[src/rtl/nibble_serial_adder_if.sv]
// Handshake and operand bus for nibble_serial_adder_ctrl.
// Optional macro ADDER_SUB_EN adds the Sub request bit.
interface nibble_serial_adder_if #(
  parameter int NIBBLES = 4
);
  localparam int W = 4 * NIBBLES;

  logic         start;
  logic [W-1:0] A;
  logic [W-1:0] B;
  logic         CarryIn;
`ifdef ADDER_SUB_EN
  logic         Sub;
`endif
  logic         ready;
  logic         busy;
  logic         done;
  logic [W-1:0] Sum;
  logic         CarryOut;

`ifdef ADDER_SUB_EN
  modport master (
    output start, A, B, CarryIn, Sub,
    input  ready, busy, done, Sum, CarryOut
  );
  modport slave (
    input  start, A, B, CarryIn, Sub,
    output ready, busy, done, Sum, CarryOut
  );
`else
  modport master (
    output start, A, B, CarryIn,
    input  ready, busy, done, Sum, CarryOut
  );
  modport slave (
    input  start, A, B, CarryIn,
    output ready, busy, done, Sum, CarryOut
  );
`endif
endinterface

[src/rtl/nibble_serial_adder_ctrl.sv]
// Wide adder built from one 4-bit slice, one nibble per clock, LSB nibble first.
// Optional macro ADDER_SUB_EN enables subtraction (A - B) through the Sub bit.

module binary_adder_4_bit (
  input  logic [3:0] A,
  input  logic [3:0] B,
  input  logic       CarryIn,
  output logic [3:0] Sum,
  output logic       CarryOut
);
  logic [4:0] c;

  assign c[0] = CarryIn;

  generate
    for (genvar gi = 0; gi < 4; gi++) begin : g_fa
      assign Sum[gi]  = A[gi] ^ B[gi] ^ c[gi];
      assign c[gi+1]  = (A[gi] & B[gi]) | (c[gi] & (A[gi] ^ B[gi]));
    end
  endgenerate

  assign CarryOut = c[4];
endmodule

module nibble_serial_adder_ctrl #(
  parameter int NIBBLES = 4
) (
  input  logic                        clk,
  input  logic                        rst,
  nibble_serial_adder_if.slave        bus
);
  localparam int W    = 4 * NIBBLES;
  localparam int IDXW = (NIBBLES > 1) ? $clog2(NIBBLES) : 1;
  localparam logic [IDXW-1:0] LAST_IDX = IDXW'(NIBBLES - 1);

  localparam logic [1:0] S_IDLE = 2'd0;
  localparam logic [1:0] S_RUN  = 2'd1;
  localparam logic [1:0] S_DONE = 2'd2;

  logic [1:0]      state_q, state_d;
  logic [W-1:0]    a_q, a_d;
  logic [W-1:0]    b_q, b_d;
  logic [W-1:0]    acc_q, acc_d;
  logic            carry_q, carry_d;
  logic [IDXW-1:0] idx_q, idx_d;
  logic [W-1:0]    sum_q, sum_d;
  logic            cout_q, cout_d;

  logic [3:0]      a_nib [NIBBLES];
  logic [3:0]      b_nib [NIBBLES];
  logic [3:0]      slice_a, slice_b, slice_sum;
  logic            slice_cout;

  generate
    for (genvar gi = 0; gi < NIBBLES; gi++) begin : g_nib
      assign a_nib[gi] = a_q[4*gi +: 4];
      assign b_nib[gi] = b_q[4*gi +: 4];
    end
  endgenerate

  // Nibble mux built as a compare chain so every select is a constant part-select.
  always_comb begin
    slice_a = 4'h0;
    slice_b = 4'h0;
    for (int i = 0; i < NIBBLES; i++) begin
      if (idx_q == i[IDXW-1:0]) begin
        slice_a = a_nib[i];
        slice_b = b_nib[i];
      end
    end
  end

  binary_adder_4_bit u_slice (
    .A        (slice_a),
    .B        (slice_b),
    .CarryIn  (carry_q),
    .Sum      (slice_sum),
    .CarryOut (slice_cout)
  );

  always_comb begin
    state_d = state_q;
    a_d     = a_q;
    b_d     = b_q;
    acc_d   = acc_q;
    carry_d = carry_q;
    idx_d   = idx_q;
    sum_d   = sum_q;
    cout_d  = cout_q;

    case (state_q)
      S_IDLE: begin
        if (bus.start) begin
          a_d     = bus.A;
`ifdef ADDER_SUB_EN
          // Two's complement subtract: invert B and force the initial carry.
          b_d     = bus.Sub ? ~bus.B : bus.B;
          carry_d = bus.Sub ? 1'b1 : bus.CarryIn;
`else
          b_d     = bus.B;
          carry_d = bus.CarryIn;
`endif
          acc_d   = '0;
          idx_d   = '0;
          state_d = S_RUN;
        end
      end

      S_RUN: begin
        for (int i = 0; i < NIBBLES; i++) begin
          if (idx_q == i[IDXW-1:0]) begin
            acc_d[4*i +: 4] = slice_sum;
          end
        end
        carry_d = slice_cout;
        if (idx_q == LAST_IDX) begin
          // acc_d already holds this edge's nibble, so the published result is complete.
          sum_d   = acc_d;
          cout_d  = slice_cout;
          idx_d   = '0;
          state_d = S_DONE;
        end else begin
          idx_d = idx_q + 1'b1;
        end
      end

      S_DONE: begin
        state_d = S_IDLE;
      end

      default: begin
        state_d = S_IDLE;
      end
    endcase
  end

  always_ff @(posedge clk or posedge rst) begin
    if (rst) begin
      state_q <= S_IDLE;
      a_q     <= '0;
      b_q     <= '0;
      acc_q   <= '0;
      carry_q <= 1'b0;
      idx_q   <= '0;
      sum_q   <= '0;
      cout_q  <= 1'b0;
    end else begin
      state_q <= state_d;
      a_q     <= a_d;
      b_q     <= b_d;
      acc_q   <= acc_d;
      carry_q <= carry_d;
      idx_q   <= idx_d;
      sum_q   <= sum_d;
      cout_q  <= cout_d;
    end
  end

  assign bus.ready    = (state_q == S_IDLE);
  assign bus.busy     = (state_q == S_RUN);
  assign bus.done     = (state_q == S_DONE);
  assign bus.Sum      = sum_q;
  assign bus.CarryOut = cout_q;
endmodule

[src/flat_wrapper.sv]
// flat-port wrapper written by rule: the top's interface ports become plain ports
module nibble_serial_adder_ctrl_flat 
#(
  parameter int NIBBLES = 4
)
  (clk, rst, bus_start, bus_A, bus_B, bus_CarryIn, bus_ready, bus_busy, bus_done, bus_Sum, bus_CarryOut);
  nibble_serial_adder_if #(.NIBBLES(NIBBLES)) bus_i ();
  input  logic clk;
  input  logic rst;
  input wire logic [$bits(bus_i.start)-1:0] bus_start;
  input wire logic [$bits(bus_i.A)-1:0] bus_A;
  input wire logic [$bits(bus_i.B)-1:0] bus_B;
  input wire logic [$bits(bus_i.CarryIn)-1:0] bus_CarryIn;
  output wire logic [$bits(bus_i.ready)-1:0] bus_ready;
  output wire logic [$bits(bus_i.busy)-1:0] bus_busy;
  output wire logic [$bits(bus_i.done)-1:0] bus_done;
  output wire logic [$bits(bus_i.Sum)-1:0] bus_Sum;
  output wire logic [$bits(bus_i.CarryOut)-1:0] bus_CarryOut;
  assign bus_i.start = bus_start;
  assign bus_i.A = bus_A;
  assign bus_i.B = bus_B;
  assign bus_i.CarryIn = bus_CarryIn;
  assign bus_ready = bus_i.ready;
  assign bus_busy = bus_i.busy;
  assign bus_done = bus_i.done;
  assign bus_Sum = bus_i.Sum;
  assign bus_CarryOut = bus_i.CarryOut;
  nibble_serial_adder_ctrl #(.NIBBLES(NIBBLES)) u_core (.clk(clk), .rst(rst), .bus(bus_i));
endmodule
[config.mk]
export PLATFORM = sky130hd
export DESIGN_NAME = nibble_serial_adder_ctrl_flat
export DESIGN_NICKNAME = d
export VERILOG_FILES = /design/src/rtl/nibble_serial_adder_if.sv /design/src/rtl/nibble_serial_adder_ctrl.sv /design/src/flat_wrapper.sv
export SDC_FILE = /design/constraint.sdc
export NUM_CORES = 1
export LEC_CHECK = 0
export BUFFER_PORTS_ARGS = -buffer_cell sky130_fd_sc_hd__clkbuf_2
export CAP_MARGIN = 20
export CELL_PAD_IN_SITES_DETAIL_PLACEMENT = 1
export CELL_PAD_IN_SITES_GLOBAL_PLACEMENT = 1
export CORE_MARGIN = 4
export CORE_UTILIZATION = 47
export CTS_CLUSTER_SIZE = 16
export DETAILED_ROUTE_END_ITERATION = 8
export PLACE_DENSITY = 0.95
export SYNTH_ARGS = -nofsm -noshare
export SYNTH_HDL_FRONTEND = slang
export SYNTH_HIERARCHICAL = 1
export SYNTH_SLANG_ARGS = --single-unit
export TNS_END_PERCENT = 20
[constraint.sdc]
create_clock -name clk -period 7.9 [get_ports clk]
set_input_delay 0 -clock clk [delete_from_list [all_inputs] [get_ports clk]]
set_output_delay 0 -clock clk [all_outputs]
set_load 0.03 [all_outputs]
==> flow_metrics.py, run 1 <==
metrics = {
    "outcome": {
        "status": "finished clean",
    },
    "setup_path": {
        "crit_chain": "inv_1, ha_1, nor2b_1, a221oi_1, a221oi_1, fa_1, inv_1, fa_1, inv_1, fa_1, inv_1, fa_1, inv_1, nand2_1, nor2_1, a221o_1",
        "cpPeakStageDelay_ns": 0.65,
        "critical_path_class": "reg -> reg",
        "crit_path_start_kind": "flip-flop",
        "worstPathRequired_ns": 8.19,
        "setup.worst_path.end_class": "flip-flop",
        "worst_ep_arrival_time_ns": 4.51,
        "worstPathMaxFanout": 18,
        "timing.critical_path.mode_cell": "inv_1",
        "worst_path_max_delay_cell": "ha_1",
    },
    "final_layout": {
        "num-nets-final": 406,
        "layoutNonFillerInstCount": 444,
        "area_delta_synth_final_pct": 26.9,
        "post_route_cells_drive_above_1_share": 0.297,
        "insertedDiodeCount": 0,
    },
    "timing": {
        "grt_setup_unrepaired": "no",
        "totalNegativeSetupSlack_ns": 0,
        "timing.final.hold_violations": 0,
        "slew_worst_pin_ns": 0.983,
        "period_minus_slack_ns": 4.21,
        "max_freq_mhz": 237,
        "relSlewSlack": 0.343,
        "timing.final.setup_violations": 0,
        "final_max_slew_viol_count": 0,
        "clock-skew-final_ns": 0.0220,
        "period_share": 0.533,
    },
    "synth": {
        "synthesis.area_per_instance_um2": 11.5,
        "post-synth-top-area-cell": "dfrtp_1",
        "yosys.cell_count.top_type": "dfrtp_1",
        "synthesis.nets": 323,
        "synth.top_cell.area_share": 0.517,
        "post_synth_most_frequent_cells": "dfrtp_1, nand2_1, mux2_4",
        "synthesis.yosys.warnings": 6,
        "synth_seq_area_share": 0.517,
        "ys_seq_elements": 66,
        "netlist-cell-type-count": 26,
        "synth-edff-count": 0,
        "postSynth.topFlopCell": "dfrtp_1",
        "syn-instance-count": 279,
        "synth.top_cells.by_area": "dfrtp_1, mux2_4, nand2_1",
        "synth_async_sr_flop_share": 1.00,
        "post_synth_design_cell_area_um2": 3200,
    },
    "grt": {
        "gr-usage-met3": 0.0825,
        "grt_util_all_layers": 0.260,
        "globalRouteOverflowTotal": 0,
        "global_route_wire_length_before_repair_um": 16000,
        "met2_usage": 0.431,
        "antenna_violations_before_repair": 1,
        "grt-busiest-layer": "met2",
        "pin_count_of_the_biggest_net_entering_global_routing": 67,
        "global_route.usage.met1": 0.299,
        "grt_pass1_vias": 2819,
    },
    "placement": {
        "hpwl_um": 5780,
        "buffer_ports.inserted": 55,
        "dpl.cell_count": 395,
        "gp_routability_congestion": 0.877,
    },
    "routing": {
        "drt_pass_1_iters": 4,
        "routed_wl_um": 10000,
        "postRouteAntennaNets": 0,
        "drt_iter0_markers": 130,
        "drc": 0,
        "vias_per_cell": 5.67,
        "wl_per_cell_um": 22.6,
        "num_vias": 2518,
    },
    "die": {
        "die_w_um": 90.5,
        "floorplan.initialDensity": 0.495,
        "io_pins": 56,
        "die_h_um": 90.5,
        "core.rowCount": 29,
        "core_area_um2": 6460,
        "floorplan.die_area_um2": 8180,
    },
    "clocking": {
        "cts_max_level": 3,
        "cts.sink_count": 66,
        "max-clock-path-buffers": 2,
        "cts-buffers-inserted": 9,
        "clk_pin_slew_worst_paths_ns": 0.08,
        "clock_insertion_delay_worst_skew_ns": 0.37,
        "root_buffer": "clkbuf_8",
        "clock_tree_from_tritoncts": "yes",
    },
    "power": {
        "vdd.ir_drop.worst_mv": 0.334,
        "leakagePower_nw": 1.99,
        "power_density_nw_per_um2": 525,
        "total_power_mw": 2.13,
    },
    "worst_hold_path": {
        "type_of_the_most_critical_hold_path": "in -> reg",
    },
    "flow_run": {
        "timing.max_cap.violations": 0,
    },
}
==> power breakdown <==
group	switching (mW)	internal, mW	leakage (nW)	total (mW)
Combinational	0.683	0.450	1.05	1.13
Sequential	0.136	0.495	0.817	0.631
Clock	0.146	0.219	0.119	0.364
Total	0.966	1.16	1.99	2.13
==> per-stage QoR <==
stage	hold slack [ns]	utilization	setup WS, ns	instance area [um^2]
after floorplan	0.148	-	4.52	3200
after global placement	0.231	0.538	4.13	3470
after detailed placement	0.234	0.538	3.84	3470
after CTS	0.0244	0.628	3.82	4060
after global routing	0.0706	0.628	3.43	4060
final	0.0635	0.628	3.69	4060
==> path summary, 6_finish.rpt <==
path                       depth (start not counted)                      startpoint                        endpoint  slack (ns)
max                                               16     u_core/idx_q[1]$_DFFE_PP0P_    u_core/acc_q[11]$_DFFE_PP0P_        3.69
min                                                3                     bus_CarryIn      u_core/carry_q$_DFFE_PP0P_        0.06
max reg2reg                                       16     u_core/idx_q[1]$_DFFE_PP0P_    u_core/acc_q[11]$_DFFE_PP0P_        3.69
min reg2reg                                        2  u_core/bus.Sum[15]$_DFFE_PP0P_  u_core/bus.Sum[15]$_DFFE_PP0P_        0.48
max in group asynchronous                          4                             rst   u_core/bus.Sum[9]$_DFFE_PP0P_        6.87
min in group asynchronous                          4                             rst       u_core/b_q[6]$_DFFE_PP0P_        0.45
==> critical path, delay by kind of cell, from the launching register on <==
family | cells | cell delay (ns)
fa+ha+maj | 5 | 2.05
flops | 1 | 0.41
buf+inv | 5 | 0.50
compound gates | 3 | 0.56
simple gates | 3 | 0.61
==> routing by layer <==
layer  vias up  part of all wire
met3        34             0.052
met5         -            0.0012
met1      1275              0.40
li1       1124                 -
met2        83              0.51
met4         2             0.042
==> registers in the layout (all words and copies together), names as in the netlist <==
signal,cells
u_core/state_q,2
u_core/bus.CarryOut,1
u_core/idx_q,2
u_core/carry_q,1
u_core/bus.Sum,16
u_core/a_q,16
u_core/acc_q,12
u_core/b_q,16
==> placed cells by master, fill, tap and decap left out <==
| cell type | netlist | layout |
|---|---|---|
| dfrtp_1 | 66 | 66 |
| clkbuf_2 | 0 | 55 |
| dlygate4sd3_1 | 0 | 33 |
| nand2_1 | 33 | 33 |
| mux2_4 | 28 | 28 |
| nor2_1 | 21 | 21 |
| inv_1 | 21 | 20 |
| nor2b_1 | 15 | 15 |
| a221oi_1 | 13 | 13 |
| a21oi_1 | 12 | 12 |
| o21ai_0 | 12 | 12 |
| a221o_1 | 12 | 12 |
| clkbuf_8 | 0 | 10 |
| nand2b_1 | 5 | 5 |
| o22ai_1 | 4 | 4 |
| mux2_2 | 4 | 4 |
| ha_1 | 4 | 4 |
| fa_1 | 4 | 4 |
| bufinv_16 | 0 | 3 |
| clkinvlp_4 | 0 | 2 |
| o31ai_1 | 2 | 2 |
| clkinv_4 | 0 | 1 |
| o21bai_2 | 1 | 1 |
| nor2_2 | 1 | 1 |
| nand3b_1 | 1 | 1 |
| and2_4 | 1 | 1 |
| a21o_1 | 1 | 1 |
| or2_2 | 1 | 1 |
| inv_2 | 0 | 1 |
| buf_4 | 0 | 1 |
==> cell type report <==
cell class	instances	area [um^2]
clock buffer	10	138
clock inverter	6	114
fill	673	2400
inverter	21	78.8
multi-input combinational	175	1370
sequential	66	1650
tap	77	96.3
timing repair buffer	89	613
==> logic make-up after synthesis <==
logic type                 count (synthesis)  share of synthesized area
and+or+nand+nor                           78                      0.112
DFF                                       66                      0.517
AOI/OAI and AO/OA                         57                      0.129
buffers and inverters                     38                     0.0564
muxes                                     32                      0.146
adders and majority gates                  8                     0.0407
==> timing repair <==
item	CTS	global route
hold buffers	33	0
endpoints found under the hold margin	98	0
resized for setup	0	0
buffers inserted	0	0
Power figures use the tool's default switching activity.
==> run 2, diff against run 1 <==
- CORE_UTILIZATION: 47 -> 40
- PLACE_DENSITY: 0.95 -> 0.88
- clock period: 7.9 -> 3.6 ns (I/O delays scaled with it)
==> flow_metrics.py, run 2 (same netlist as run 1, synthesis figures left out) <==
metrics = {
    "outcome": {
        "status": "finished, violations left",
        "violated_checks": "DRC",
    },
    "timing": {
        "clock-skew-final_ns": 0.0108,
        "timing.final.setup_violations": 0,
        "totalNegativeSetupSlack_ns": 0,
        "period_share": 0.973,
        "timing.final.hold_violations": 0,
        "period_minus_slack_ns": 3.50,
        "relSlewSlack": 0.492,
        "slew_worst_pin_ns": 0.761,
        "final_max_slew_viol_count": 0,
        "max_freq_mhz": 286,
    },
    "setup_path": {
        "crit_end": "u_core/acc_q[3]$_DFFE_PP0P_",
        "setup.worst_path.end_class": "flip-flop",
        "rr_startpoint": "u_core/idx_q[0]$_DFFE_PP0P_",
        "worstPathMaxFanout": 6,
        "worst_ep_arrival_time_ns": 3.78,
        "worstPathRequired_ns": 3.88,
        "r2r_path_end": "u_core/acc_q[3]$_DFFE_PP0P_",
        "r2r_slack_ns": 0.1,
        "critical_path_class": "reg -> reg",
        "startpoint_of_the_most_critical_setup_path": "u_core/idx_q[0]$_DFFE_PP0P_",
        "crit_path_start_kind": "flip-flop",
        "r2r_cells": 17,
    },
    "routing": {
        "vias_per_cell": 5.16,
        "drc": 1,
        "drt_pass_1_iters": 6,
        "routed_wl_um": 9180,
        "wl_per_cell_um": 19.3,
        "postRouteAntennaNets": 0,
        "num_vias": 2463,
        "drt_iter0_markers": 110,
    },
    "clocking": {
        "cts_max_level": 3,
        "cts-buffers-inserted": 9,
        "clock_tree_from_tritoncts": "yes",
        "cts.sink_count": 66,
        "clock_insertion_delay_worst_skew_ns": 0.34,
        "clk_pin_slew_worst_paths_ns": 0.07,
        "max-clock-path-buffers": 2,
        "root_buffer": "clkbuf_8",
    },
    "die": {
        "die_w_um": 97.4,
        "io_pins": 56,
        "die_h_um": 97.4,
        "floorplan.initialDensity": 0.412,
        "floorplan.die_area_um2": 9490,
        "core.rowCount": 32,
        "core_area_um2": 7770,
    },
    "worst_hold_path": {
        "type_of_the_most_critical_hold_path": "in -> reg",
        "hold_start": "bus_CarryIn",
    },
    "grt": {
        "globalRouteOverflowTotal": 0,
        "global_route_wire_length_before_repair_um": 14700,
        "grt_util_all_layers": 0.199,
        "grt_pass1_vias": 2751,
        "antenna_violations_before_repair": 0,
        "pin_count_of_the_biggest_net_entering_global_routing": 38,
    },
    "final_layout": {
        "insertedDiodeCount": 0,
        "mostFrequentLayoutCell": "dfrtp_1",
        "layout.cells.most_common_list": "dfrtp_1, clkbuf_2, dlygate4sd3_1, nand2_1, mux2_4",
        "num-nets-final": 415,
        "post_route_cells_drive_above_1_share": 0.336,
        "area_delta_synth_final_pct": 29.1,
    },
    "power": {
        "leakagePower_nw": 2.01,
        "power_density_nw_per_um2": 1100,
        "total_power_mw": 4.56,
        "vdd.ir_drop.worst_mv": 0.460,
    },
    "flow_run": {
        "timing.max_cap.violations": 0,
    },
    "placement": {
        "gp_routability_congestion": 0.809,
        "hpwl_um": 5830,
        "buffer_ports.inserted": 55,
    },
}
[run 2: changes by cell type in the layout (fill, tap and decap cells not counted), moves of 2 or more]
cell,before,now
a221oi_2,0,4
ha_1,4,2
buf_4,1,8
inv_1,20,18
clkbuf_1,0,2
bufinv_16,3,0
buf_6,0,2
inv_2,1,3
a221oi_1,13,9
ha_2,0,2
[run 2: per-layer routing]
metal	vias to the layer above	GRT usage	part of all wire
met3	15	0.0452	0.035
met5	-	0	0
li1	1149	-	-
met1	1239	0.233	0.42
met4	0	0.0916	0.020
met2	60	0.346	0.52
[run 2: final cells by class]
cell class | count | area (um^2)
repair buffers | 98 | 688
clock inverters | 2 | 12.5
flip-flops and latches | 66 | 1650
multi-input cells | 175 | 1410
well taps | 102 | 128
inverters | 21 | 78.8
fillers | 858 | 3640
clock buffers | 13 | 159
[run 2: critical path: stages, from the launching register on]
cell and delay [ns]:
dfrtp_1 0.41, inv_2 0.07, ha_2 0.20, nor2b_2 0.17, buf_4 0.16, a221oi_2 0.26, nor2_1 0.10, fa_1 0.40
inv_1 0.09, fa_1 0.19, inv_1 0.06, fa_1 0.36, inv_1 0.08, fa_1 0.41, inv_2 0.11, nand2_1 0.09
nor2_1 0.16, a221o_1 0.12
[run 2: worst min-delay path by stage]
stage / to / slack [ns] / cells past startpoint
CTS: u_core/carry_q$_DFFE_PP0P_ / 0.05 / 3
global placement: u_core/a_q[8]$_DFFE_PP0P_ / 0.16 / 2
detailed placement: u_core/a_q[9]$_DFFE_PP0P_ / 0.16 / 2
finish: u_core/carry_q$_DFFE_PP0P_ / 0.04 / 3
global route: u_core/carry_q$_DFFE_PP0P_ / 0.07 / 3
floorplan: u_core/a_q[0]$_DFFE_PP0P_ / 0.15 / 1
[run 2: metrics by stage]
step / setup WS, ns / hold WS, ns / utilization / cell area (um^2) / instances
finish: 0.0975 / 0.0351 / 0.531 / 4130 / 477
global route: -0.0401 / 0.0704 / 0.531 / 4130 / 477
CTS: 0.0407 / 0.0456 / 0.525 / 4080 / 477
detailed placement: -0.0146 / 0.161 / 0.458 / 3560 / 427
global placement: 0.218 / 0.157 / 0.458 / 3560 / 427
floorplan: 0.219 / 0.148 / - / 3200 / 279
[run 2: where the power goes]
group	internal (mW)	switching, mW	total, mW	leakage, nW
Sequential	1.09	0.282	1.37	0.817
Clock	0.283	0.278	0.562	0.0855
Combinational	1.08	1.54	2.62	1.11
[run 2: what timing repair did]
item,4_1_cts,5_1_grt
pin swaps,0,3
endpoints found under the hold margin,68,0
buffers inserted,2,0
hold buffers,33,0
setup endpoints to repair,2,6
gates resized for setup,0,14
cloned,0,0
==> run 3, diff against run 2 <==
- ABC_AREA: default -> 1
- CORE_UTILIZATION: 40 -> 36
- PLACE_DENSITY: 0.88 -> 0.86
==> flow_metrics.py, run 3 <==
metrics = {
    "grt": {
        "grt_util_all_layers": 0.186,
        "grt_pass1_vias": 3156,
        "globalRouteOverflowTotal": 0,
        "pin_count_of_the_biggest_net_entering_global_routing": 41,
        "antenna_violations_before_repair": 0,
        "global_route_wire_length_before_repair_um": 15100,
    },
    "timing": {
        "slew_worst_pin_ns": 0.696,
        "final_max_slew_viol_count": 0,
        "clock-skew-final_ns": 0.0119,
        "period_share": 0.914,
        "final.hold.worst_slack_ns": 0.258,
        "timing.final.hold_violations": 0,
        "max_freq_mhz": 304,
        "totalNegativeSetupSlack_ns": 0,
        "relSlewSlack": 0.536,
        "period_minus_slack_ns": 3.29,
        "grt_setup_unrepaired": "no",
        "timing.final.setup_violations": 0,
    },
    "synth": {
        "synthesis.yosys.warnings": 6,
        "post-synth-top-area-cell": "dfrtp_1",
        "post_synth_design_cell_area_um2": 3180,
        "synth_seq_area_share": 0.519,
        "yosys.cell_count.top_type": "nand2_1",
        "synthesis.area_per_instance_um2": 7.69,
        "ys_seq_elements": 66,
        "synth-edff-count": 0,
        "synthesis.nets": 458,
        "postSynth.topFlopCell": "dfrtp_1",
        "synth.top_cell.area_share": 0.519,
        "synth_async_sr_flop_share": 1.00,
        "syn-instance-count": 414,
        "netlist-cell-type-count": 18,
        "synth.top_cells.by_area": "dfrtp_1, nand2_1, nand3_1",
        "post_synth_most_frequent_cells": "nand2_1, dfrtp_1, nand3_1",
    },
    "final_layout": {
        "mostFrequentLayoutCell": "nand2_1",
        "area_delta_synth_final_pct": 28.1,
        "post_route_cells_drive_above_1_share": 0.167,
        "num-nets-final": 542,
        "layout.cells.most_common_list": "nand2_1, dfrtp_1, clkbuf_2",
        "final_design_area_no_fill_um2": 4080,
        "insertedDiodeCount": 0,
    },
    "routing": {
        "drt_pass_1_iters": 4,
        "wl_per_cell_um": 14.9,
        "dr.max_layer_used": "met4",
        "met2_length_um": 4630,
        "vias_per_cell": 4.81,
        "m1WireLength_um": 3940,
        "met3WireLength_um": 351,
        "num_vias": 2939,
        "drc": 0,
        "postRouteAntennaNets": 0,
        "routed_wl_um": 9080,
        "drt_iter0_markers": 84,
    },
    "power": {
        "leakagePower_nw": 2.26,
        "power.share.combinational": 0.510,
        "seq_power_share": 0.323,
        "switching_share_of_power": 0.480,
        "p_sw_mw": 1.87,
        "power_density_nw_per_um2": 957,
        "vdd.ir_drop.worst_mv": 0.319,
        "internal_power_mw": 2.03,
        "power_frac_clock": 0.166,
    },
    "flow_run": {
        "timing.max_cap.violations": 0,
    },
    "clocking": {
        "clock_tree_from_tritoncts": "yes",
        "cts.sink_count": 66,
        "clock_insertion_delay_worst_skew_ns": 0.35,
        "cts_setup_buffers": 0,
        "max-clock-path-buffers": 2,
        "clk_pin_slew_worst_paths_ns": 0.07,
        "root_buffer": "clkbuf_8",
        "cts-buffers-inserted": 9,
        "cts_max_level": 3,
    },
    "outcome": {
        "status": "finished clean",
    },
    "die": {
        "die_h_um": 102,
        "core_area_um2": 8680,
        "core.rowCount": 34,
        "floorplan.initialDensity": 0.367,
        "die_w_um": 102,
        "floorplan.die_area_um2": 10400,
        "io_pins": 56,
    },
    "placement": {
        "gp_routability_congestion": 0.850,
        "hpwl_um": 6010,
        "dpl_cell_area_um2": 3520,
        "buffer_ports.inserted": 55,
    },
    "setup_path": {
        "crit_path_start_kind": "flip-flop",
        "setup.worst_path.end_class": "flip-flop",
        "worstPathRequired_ns": 3.88,
        "critical_path_class": "reg -> reg",
        "worstPathMaxFanout": 12,
        "worst_ep_arrival_time_ns": 3.58,
    },
    "worst_hold_path": {
        "type_of_the_most_critical_hold_path": "in -> async",
    },
}
-- run 3: changes by cell type in the layout (fill, tap and decap cells not counted), moves of 9 or more --
cell	previous run	this run
nand2_1	33	211
nand3_1	0	42
mux2_4	28	0
nor2_1	21	1
nor2b_1	14	0
inv_1	18	31
a221o_1	12	0
a221oi_1	9	0
-- run 3: final cells by class --
class                           instances  area [um^2]
Sequential cell                        66         1650
Inverter                               34          128
Timing Repair Buffer                   95          661
Clock buffer                           12          155
Clock inverter                          4         50.0
Tap cell                              108          135
Multi-Input combinational cell        292         1300
Fill cell                            1083         4600
-- run 3: stage by stage --
stage	total power, mW	instances	setup slack [ns]	utilization
after floorplan	2.64	414	0.539	-
after global placement	3.10	560	0.465	0.406
after detailed placement	3.22	560	0.262	0.406
after CTS	3.93	610	0.219	0.469
after global routing	4.25	611	0.0642	0.470
final	3.91	611	0.308	0.470
-- run 3: worst paths after layout --
check                                            start                           to  slack, ns  depth (start not counted)
setup / recovery           u_core/idx_q[1]$_DFFE_PP0P_  u_core/acc_q[3]$_DFFE_PP0P_       0.31                         19
hold / removal                                     rst    u_core/a_q[7]$_DFFE_PP0P_       0.26                          3
setup reg to reg           u_core/idx_q[1]$_DFFE_PP0P_  u_core/acc_q[3]$_DFFE_PP0P_       0.31                         19
hold reg to reg             u_core/b_q[10]$_DFFE_PP0P_   u_core/b_q[10]$_DFFE_PP0P_       0.48                          2
max in group asynchronous                          rst    u_core/b_q[2]$_DFFE_PP0P_       2.39                          4
min in group clk                             bus_start   u_core/a_q[11]$_DFFE_PP0P_       0.37                          3
-- run 3: power groups by stage --
stage               clock [mW]  combinational, mW  sequential [mW]
floorplan                    0               1.28             1.36
detailed placement           0               1.95             1.27
finish                   0.649               1.99             1.26
CTS                      0.665               2.00             1.26
global route             0.697               2.25             1.30
global placement             0               1.84             1.26
-- run 3: kinds of logic after synthesis --
| family | after synthesis | synth area share |
|---|---|---|
| AND/OR/NAND/NOR | 258 | 0.325 |
| flip-flops | 66 | 0.519 |
| AO/OA/AOI/OAI | 26 | 0.0409 |
| buffers and inverters | 56 | 0.0743 |
| adder cells (fa/ha/maj) | 8 | 0.0409 |
-- run 3: repair_timing --
item | 4_1_cts | 5_1_grt
hold buffers | 34 | 0
endpoints found under the hold margin | 59 | 0
endpoints found under the setup margin | 0 | 2
gates resized for setup | 0 | 1
-- run 3: worst max-delay path, cell delays in order, from the launching register on --
cell,delay [ns]
dfrtp_1,0.39
inv_1,0.09
ha_1,0.20
buf_4,0.19
a21oi_1,0.14
nand2_1,0.06
nand2_1,0.06
nand2_1,0.08
fa_1,0.43
inv_1,0.08
fa_1,0.16
inv_1,0.05
fa_1,0.36
inv_1,0.08
fa_1,0.40
inv_1,0.12
nand2_1,0.06
o21ai_0,0.12
nand2_1,0.09
nand2_1,0.07
-- run 3: routing by layer --
metal,up-vias,GRT usage
met2,68,0.317
met5,-,0
met3,18,0.0430
li1,1433,-
met4,0,0.0656
met1,1420,0.232
